## config.mk

```make
export PLATFORM = sky130hd
export DESIGN_NAME = oled_frame_refresh
export DESIGN_NICKNAME = d
export VERILOG_FILES = /design/src/rtl/oled_pkg.sv /design/src/rtl/oled_frame_refresh.sv
export SDC_FILE = /design/constraint.sdc
export NUM_CORES = 1
export LEC_CHECK = 0
export CAP_MARGIN = 20
export CORE_MARGIN = 2
export CORE_UTILIZATION = 45
export DETAILED_ROUTE_END_ITERATION = 10
export GPL_TIMING_DRIVEN = 0
export HOLD_SLACK_MARGIN = 0.1
export PLACE_DENSITY = 0.73
export SETUP_SLACK_MARGIN = 0.02
export SLEW_MARGIN = 10
export SYNTH_ARGS = -nofsm -noshare
export SYNTH_HDL_FRONTEND = slang
export SYNTH_SLANG_ARGS = --single-unit
export TNS_END_PERCENT = 50
```

## constraint.sdc

```tcl
create_clock -name CLK -period 2.85 [get_ports CLK]
set_input_delay 0.4275 -clock CLK [delete_from_list [all_inputs] [get_ports CLK]]
set_output_delay 0.4275 -clock CLK [all_outputs]
set_load 0.05 [all_outputs]
```

## src/rtl/oled_pkg.sv

```systemverilog
// rtl/oled_pkg.sv - shared state encoding and page-addressing command bytes for oled_frame_refresh
package oled_pkg;

    typedef enum logic [3:0] {
        IDLE,
        CMD_LOAD,
        DATA_ADDR,
        DATA_LOAD,
        SPI_START,
        SPI_WAIT,
        SPI_CLEAR,
        PAGE_NEXT,
        GAP_START,
        GAP_WAIT,
        DONE
    } state_t;

    localparam logic [7:0] CMD_SET_PAGE = 8'h22;
    localparam logic [7:0] CMD_COL_LO   = 8'h00;
    localparam logic [7:0] CMD_COL_HI   = 8'h10;
    localparam int         CMD_COUNT    = 4;

    // cmd_idx runs 0..CMD_LAST through the command bytes, then parks at CMD_DATA for pixel bytes
    localparam logic [2:0] CMD_LAST = 3'(CMD_COUNT - 1);
    localparam logic [2:0] CMD_DATA = 3'(CMD_COUNT);

    function automatic logic [7:0] cmd_byte(input logic [1:0] idx, input logic [7:0] page);
        case (idx)
            2'd0:    cmd_byte = CMD_SET_PAGE;
            2'd1:    cmd_byte = page;
            2'd2:    cmd_byte = CMD_COL_LO;
            default: cmd_byte = CMD_COL_HI;
        endcase
    endfunction

endpackage

```

## src/rtl/oled_frame_refresh.sv

```systemverilog
// rtl/oled_frame_refresh.sv - streams a framebuffer page by page to PmodOLED via SpiCtrl/Delay handshakes
// OLED_REFRESH_CONTINUOUS_EN: free-running refresh with FRAME_GAP_MS gap and one-cycle FIN per frame
module oled_frame_refresh
    import oled_pkg::*;
#(
    parameter int          PAGES        = 4,
    parameter int          COLS         = 128,
    parameter logic [11:0] FRAME_GAP_MS = 12'd16,
    localparam int         AW           = (PAGES * COLS > 1) ? $clog2(PAGES * COLS) : 1
) (
    input  logic          CLK,
    input  logic          RST,
    input  logic          EN,
    output logic          FIN,
    output logic          DC,
    output logic          SPI_EN,
    output logic [7:0]    SPI_DATA,
    input  logic          SPI_FIN,
    output logic          DELAY_EN,
    output logic [11:0]   DELAY_MS,
    input  logic          DELAY_FIN,
    output logic [AW-1:0] MEM_ADDR,
    input  logic [7:0]    MEM_DATA
);

    localparam int            PW        = (PAGES > 1) ? $clog2(PAGES) : 1;
    localparam int            CW        = (COLS > 1) ? $clog2(COLS) : 1;
    localparam logic [PW-1:0] PAGE_LAST = PW'(PAGES - 1);
    localparam logic [CW-1:0] COL_LAST  = CW'(COLS - 1);

    state_t        state_q, state_d;
    logic [PW-1:0] page_q, page_d;
    logic [CW-1:0] col_q, col_d;
    logic [2:0]    cmd_idx_q, cmd_idx_d;
    logic          fin_q, fin_d;
    logic          dc_q, dc_d;
    logic          spi_en_q, spi_en_d;
    logic [7:0]    spi_data_q, spi_data_d;
    logic [AW-1:0] mem_addr_q, mem_addr_d;
    logic          delay_en_q, delay_en_d;
    logic          unused_delay_fin;

    assign unused_delay_fin = DELAY_FIN;

    always_comb begin
        state_d    = state_q;
        page_d     = page_q;
        col_d      = col_q;
        cmd_idx_d  = cmd_idx_q;
        dc_d       = dc_q;
        spi_en_d   = spi_en_q;
        spi_data_d = spi_data_q;
        mem_addr_d = mem_addr_q;
`ifdef OLED_REFRESH_CONTINUOUS_EN
        fin_d      = 1'b0;
        delay_en_d = delay_en_q;
`else
        fin_d      = fin_q;
        delay_en_d = 1'b0;
`endif

        case (state_q)
            IDLE: begin
                page_d    = '0;
                col_d     = '0;
                cmd_idx_d = '0;
                fin_d     = 1'b0;
                if (EN) state_d = CMD_LOAD;
            end
            CMD_LOAD: begin
                dc_d       = 1'b0;
                spi_data_d = cmd_byte(cmd_idx_q[1:0], 8'(page_q));
                state_d    = SPI_START;
            end
            DATA_ADDR: state_d = DATA_LOAD;
            DATA_LOAD: begin
                dc_d       = 1'b1;
                spi_data_d = MEM_DATA;
                state_d    = SPI_START;
            end
            SPI_START: begin
                spi_en_d = 1'b1;
                state_d  = SPI_WAIT;
            end
            SPI_WAIT: begin
                // drop the request as soon as FIN lands so SpiCtrl sees it low during SPI_CLEAR
                if (SPI_FIN) begin
                    spi_en_d = 1'b0;
                    state_d  = SPI_CLEAR;
                end
            end
            SPI_CLEAR: begin
                spi_en_d = 1'b0;
                if (!EN) begin
                    state_d = IDLE;
                end else if (cmd_idx_q < CMD_LAST) begin
                    cmd_idx_d = cmd_idx_q + 3'd1;
                    state_d   = CMD_LOAD;
                end else if (cmd_idx_q == CMD_LAST) begin
                    cmd_idx_d = CMD_DATA;
                    state_d   = DATA_ADDR;
                end else if (col_q < COL_LAST) begin
                    col_d   = col_q + CW'(1);
                    state_d = DATA_ADDR;
                end else begin
                    state_d = PAGE_NEXT;
                end
            end
            PAGE_NEXT: begin
                col_d     = '0;
                cmd_idx_d = '0;
                if (page_q < PAGE_LAST) begin
                    page_d  = page_q + PW'(1);
                    state_d = CMD_LOAD;
                end else begin
                    page_d = '0;
`ifdef OLED_REFRESH_CONTINUOUS_EN
                    fin_d   = 1'b1;
                    state_d = GAP_START;
`else
                    state_d = DONE;
`endif
                end
            end
`ifdef OLED_REFRESH_CONTINUOUS_EN
            GAP_START: begin
                delay_en_d = 1'b1;
                state_d    = GAP_WAIT;
            end
            GAP_WAIT: begin
                if (DELAY_FIN) begin
                    delay_en_d = 1'b0;
                    state_d    = EN ? CMD_LOAD : IDLE;
                end
            end
`else
            DONE: begin
                fin_d = EN;
                if (!EN) state_d = IDLE;
            end
`endif
            default: state_d = IDLE;
        endcase

        // address is presented during DATA_ADDR so the one-cycle RAM read lands in DATA_LOAD
        if (state_d == DATA_ADDR) begin
            mem_addr_d = AW'(int'(page_d) * COLS + int'(col_d));
        end
    end

    always_ff @(posedge CLK) begin
        if (!RST) begin
            state_q    <= IDLE;
            page_q     <= '0;
            col_q      <= '0;
            cmd_idx_q  <= '0;
            fin_q      <= 1'b0;
            dc_q       <= 1'b0;
            spi_en_q   <= 1'b0;
            spi_data_q <= 8'h00;
            mem_addr_q <= '0;
            delay_en_q <= 1'b0;
        end else begin
            state_q    <= state_d;
            page_q     <= page_d;
            col_q      <= col_d;
            cmd_idx_q  <= cmd_idx_d;
            fin_q      <= fin_d;
            dc_q       <= dc_d;
            spi_en_q   <= spi_en_d;
            spi_data_q <= spi_data_d;
            mem_addr_q <= mem_addr_d;
            delay_en_q <= delay_en_d;
        end
    end

    assign FIN      = fin_q;
    assign DC       = dc_q;
    assign SPI_EN   = spi_en_q;
    assign SPI_DATA = spi_data_q;
    assign MEM_ADDR = mem_addr_q;
    assign DELAY_EN = delay_en_q;
    assign DELAY_MS = FRAME_GAP_MS;

endmodule

```

Word level (Yosys, flattened, before mapping)
Index checks and enable logic that the tools add are counted.

Word-level logic and storage cells: 67. Output and inout bits: 33. Register bits: 36. Bits in writable memories: 0. Latch bits: 0. Input bits: 13. Memories kept: 0. Memory bits (read-only): 0.

Multipliers: 0. $lt $le $gt $ge: 3. Equality and inequality tests: 15. Reductions and logical operators: 10. Divide/modulo/power cells: 0. Shift-type cells: 0. Mux-type cells: 26. Bitwise gates (word level): 0. Add/sub/neg operators: 4.

Operators with widths (count): one-hot mux 4 bit (8 select lines) (1); two-way mux 7 bit (4); two-way mux 3 bit (7); one-hot mux 6 bit (3 select lines) (1); equality test 4 x 3 -> 1 bit (second input constant) (4); two-way mux 4 bit (4); one-hot mux 8 bit (2 select lines) (1); one-hot mux 7 bit (2 select lines) (1); equality test 4 x 2 -> 1 bit (second input constant) (3); adder 9 x 7 -> 9 bit (1); adder 7 x 1 -> 7 bit (second input constant) (1); less-than comparator 7 bit (second input constant) (1); one-hot mux 3 bit (2 select lines) (1); nonzero test 2 bit (3); equality test 4 x 1 -> 1 bit (second input constant) (1); equality test 4 bit (second input constant) (1); zero test 4 bit (1); inequality test 2 bit (second input constant) (2); one-hot mux 1 bit (2 select lines) (2); one-hot mux 2 bit (2 select lines) (1); OR reduction 2 bit (2); adder 3 x 1 -> 3 bit (second input constant) (1); equality test 3 x 2 -> 1 bit (second input constant) (1); less-than comparator 3 x 2 -> 1 bit (second input constant) (1); 12 further kinds (12).

Longest topological paths before layout
Depth in word-level cells: 7. Gate-level depth with buffers: 7. Gate-level depth less buffers: 7.

Worst setup path after synthesis
No wires, ideal clock.

Path type: reg2reg. Start: register cmd_idx_q[0]. End: register mem_addr_q[5] (netlist: MEM_ADDR[5]). Arrival: 1.893 ns. Path slack: 0.836 ns. Clock period less this slack: 2.014 ns. Cell stages (with the launch flop): 7. Setup time: 0.121 ns. Data required time: 2.729 ns. Buffers on the path: 1. Cells stage by stage: dfxtp_1 -> ha_1 -> ha_1 -> nand4b_1 -> o21ai_1 -> buf_2 -> mux2_2.

Longest elaborated chain between the ends: 6.

Ends and longest elaborated chain: start: declaration (RTL line oled_frame_refresh.sv:34) `logic [2:0] cmd_idx_q, cmd_idx_d;`; start signal: assignment (RTL line oled_frame_refresh.sv:167) `cmd_idx_q <= cmd_idx_d;`; branches (longest 6 deep; another with adder 9 x 7 -> 9 bit); end signal: assignment (RTL line oled_frame_refresh.sv:172) `mem_addr_q <= mem_addr_d;`; end: declaration (RTL line oled_frame_refresh.sv:39) `logic [AW-1:0] mem_addr_q, mem_addr_d;`.

Parallel ways; which one is timed is not known. A chain may end at the register's enable or synchronous reset.

Worst setup path after layout
Ends and elaborated chain as after synthesis.

==> results.ini <==
[final_layout]
n_antenna_cell=0
nets=305
area_growth_pct=25.5
drive_above_1_share_pct=13.0
layout_commonest_cell=dfxtp_1
layout_common_cells=36 x dfxtp_1, 30 x clkdlybuf4s50_1, 20 x a21oi_1, 19 x nand2_1, 17 x nor2_1

[sta]
finalCritPeriodShare_pct=82.1
tightest_slew_ns=0.499
min_period_ns=2.34
rsz0062_at_grt=false
setup_tns_ns=0
slew_violations=0
fmax_mhz=427
finalClockSkew_ns=0.00576
slew_headroom_pct=66.4
whs_ns=0.458
setup_viol=0
hold_viol=0

[worst_setup_path]
slowest_stage=o21ai_1
slowest_delay_ns=0.45
crit_required_ns=3.03
crit_path_end_kind=flop
startpoint=cmd_idx_q[0]
start_kind=flop
critical_path.cell_chain=ha_1 > ha_1 > nand4b_1 > o21ai_1 > buf_2 > mux2_2
r2r_start=cmd_idx_q[0]
worstSetupPathType=reg -> reg
crit_top_cell=ha_1
crit_fanout=10
critPathArrivalTime_ns=2.52

[drt]
drc_errors=0
drt-vias-per-instance=5.27
dr.pass1.iters=4
final_antenna_net_count=0
via_count=1775
drt-initial-drc-count=206
wl_um=4290
wl_per_cell_um=12.7

[synth]
synth_top_area_share_pct=36.5
ys_seq_area_share_pct=36.5
ys.flop_type=dfxtp_1
synthCells=237
yosysWarnings=0
postSynthAreaPerCell_um2=8.32
synth-edff-count=0
synth_cell_types=58
synth-seq-cells=36
ys_async_sr_fraction_pct=0
synth_area_leaders=dfxtp_1 37%, a21oi_1 5.1%, buf_4 4.9%, ha_1 4.4%, nand2_1 3.6%
synth_top_cell_by_area=dfxtp_1
mappedNetlistArea_um2=1970

[power_and_ir_drop]
ir_drop_uv=208
power.density_nw_per_um2=477
p_leak_nw=0.971
total_power_mw=1.18

[global_route]
grt-ovfl-total=0
grt_pass1_wl_um=7400
grt_util_all_layers_pct=18.6
grt_start_max_net_pins=11
grt_antenna_before_repair=0
grt_pass1_vias=1634

[cts]
cts_inserted_buffers=5
cts_buffer_depth=2
cts_sinks=36
cts.htree.levels=2
cts_setup_buffers=0
cts-hold-fix-buffers=0
cts-root-buf=clkbuf_8
cts_resized=0
cts_tree=yes
clk_pin_slew_ns=0.06
insertion_delay_ns=0.29

[floorplanning]
dieHeight_um=70.2
core_area_um2=4290
start_util_pct=45.9
rows=24
die-area_um2=4930
die_w_um=70.2
boundaryPins=46

[placed_design]
place_congestion=0.911
port_buffers=30
dp_hpwl_um=3160

[worst_hold_path]
hold_class=reg -> reg
hp-start=MEM_ADDR[8]

[run_status]
run_status=completed

[run]
maxCapViolCount=0

## kinds of logic (layout without fill, tap and decap cells)
logic type               after synthesis  after routing  synth area share (%)
buffers and inverters                 35             72                  9.64
AND/OR/NAND/NOR                       92             92                  25.5
other                                  2             13                 0.381
adder cells (fa/ha/maj)                7              7                  4.44
AO/OA/AOI/OAI                         55             55                  18.0
multiplexers                          10             10                  5.46
flip-flops                            36             36                  36.5
## metrics by stage
stage	instances	setup slack [ns]	util (%)	instance area [um^2]
after floorplan	248	0.836	-	2010
after global routing	337	0.364	57.6	2470
final	337	0.509	57.6	2470
after detailed placement	330	0.498	55.4	2380
after global placement	330	0.518	55.4	2380
after CTS	337	0.478	57.6	2470
## synthesized netlist by cell type (3+ instances only)
cell type / count
a211oi_1: 5
a21oi_1: 20
and2_1: 5
buf_4: 13
clkbuf_1: 10
dfxtp_1: 36
ha_1: 7
inv_1: 8
mux2_2: 5
mux2i_1: 4
nand2_1: 19
nand2b_1: 9
nand3_1: 12
nor2_1: 17
nor2b_1: 3
o21ai_0: 6
o21ai_1: 4
## area by class of cell
cell class / count / area, um^2
well taps: 52 / 65.1
repair buffers: 30 / 300
plain buffers: 26 / 156
multi-input cells: 177 / 1100
flip-flops and latches: 36 / 721
clock buffers: 7 / 96.3
fillers: 405 / 1820
inverters: 9 / 33.8
## worst max-delay path, delay by kind of cell, from the launching register on
family	cells	cell delay, ns
simple gates	1	0.29
mux	1	0.35
fa+ha+maj	2	0.45
buf+inv	1	0.31
flops	1	0.38
compound gates	1	0.45
## registers in the layout (all words and copies together), names as in the netlist
signal     count
state_q        4
SPI_EN         1
cmd_idx_q      3
DC             1
MEM_ADDR       9
page_q         2
col_q          7
FIN            1
SPI_DATA       8
## worst paths after layout
path,end,slack (ns),depth (start not counted)
worst max-delay path,MEM_ADDR[5],0.51,6
worst max register to register,MEM_ADDR[5],0.51,6
worst min-delay path,MEM_ADDR[8],0.46,2
worst min register to register,MEM_ADDR[8],0.46,2
## report_power, final
group	internal (mW)	leakage, nW	switching, mW
clock	0.215	0.0503	0.172
combinational	0.0940	0.629	0.165
sequential	0.520	0.291	0.0146
## per-layer routing
layer	GRT usage, %	routed length (um)
met5	0	0
met4	9.62	112
met3	3.75	177
met2	28.0	1940
met1	25.1	2060
(Power assumes the default switching activity.)
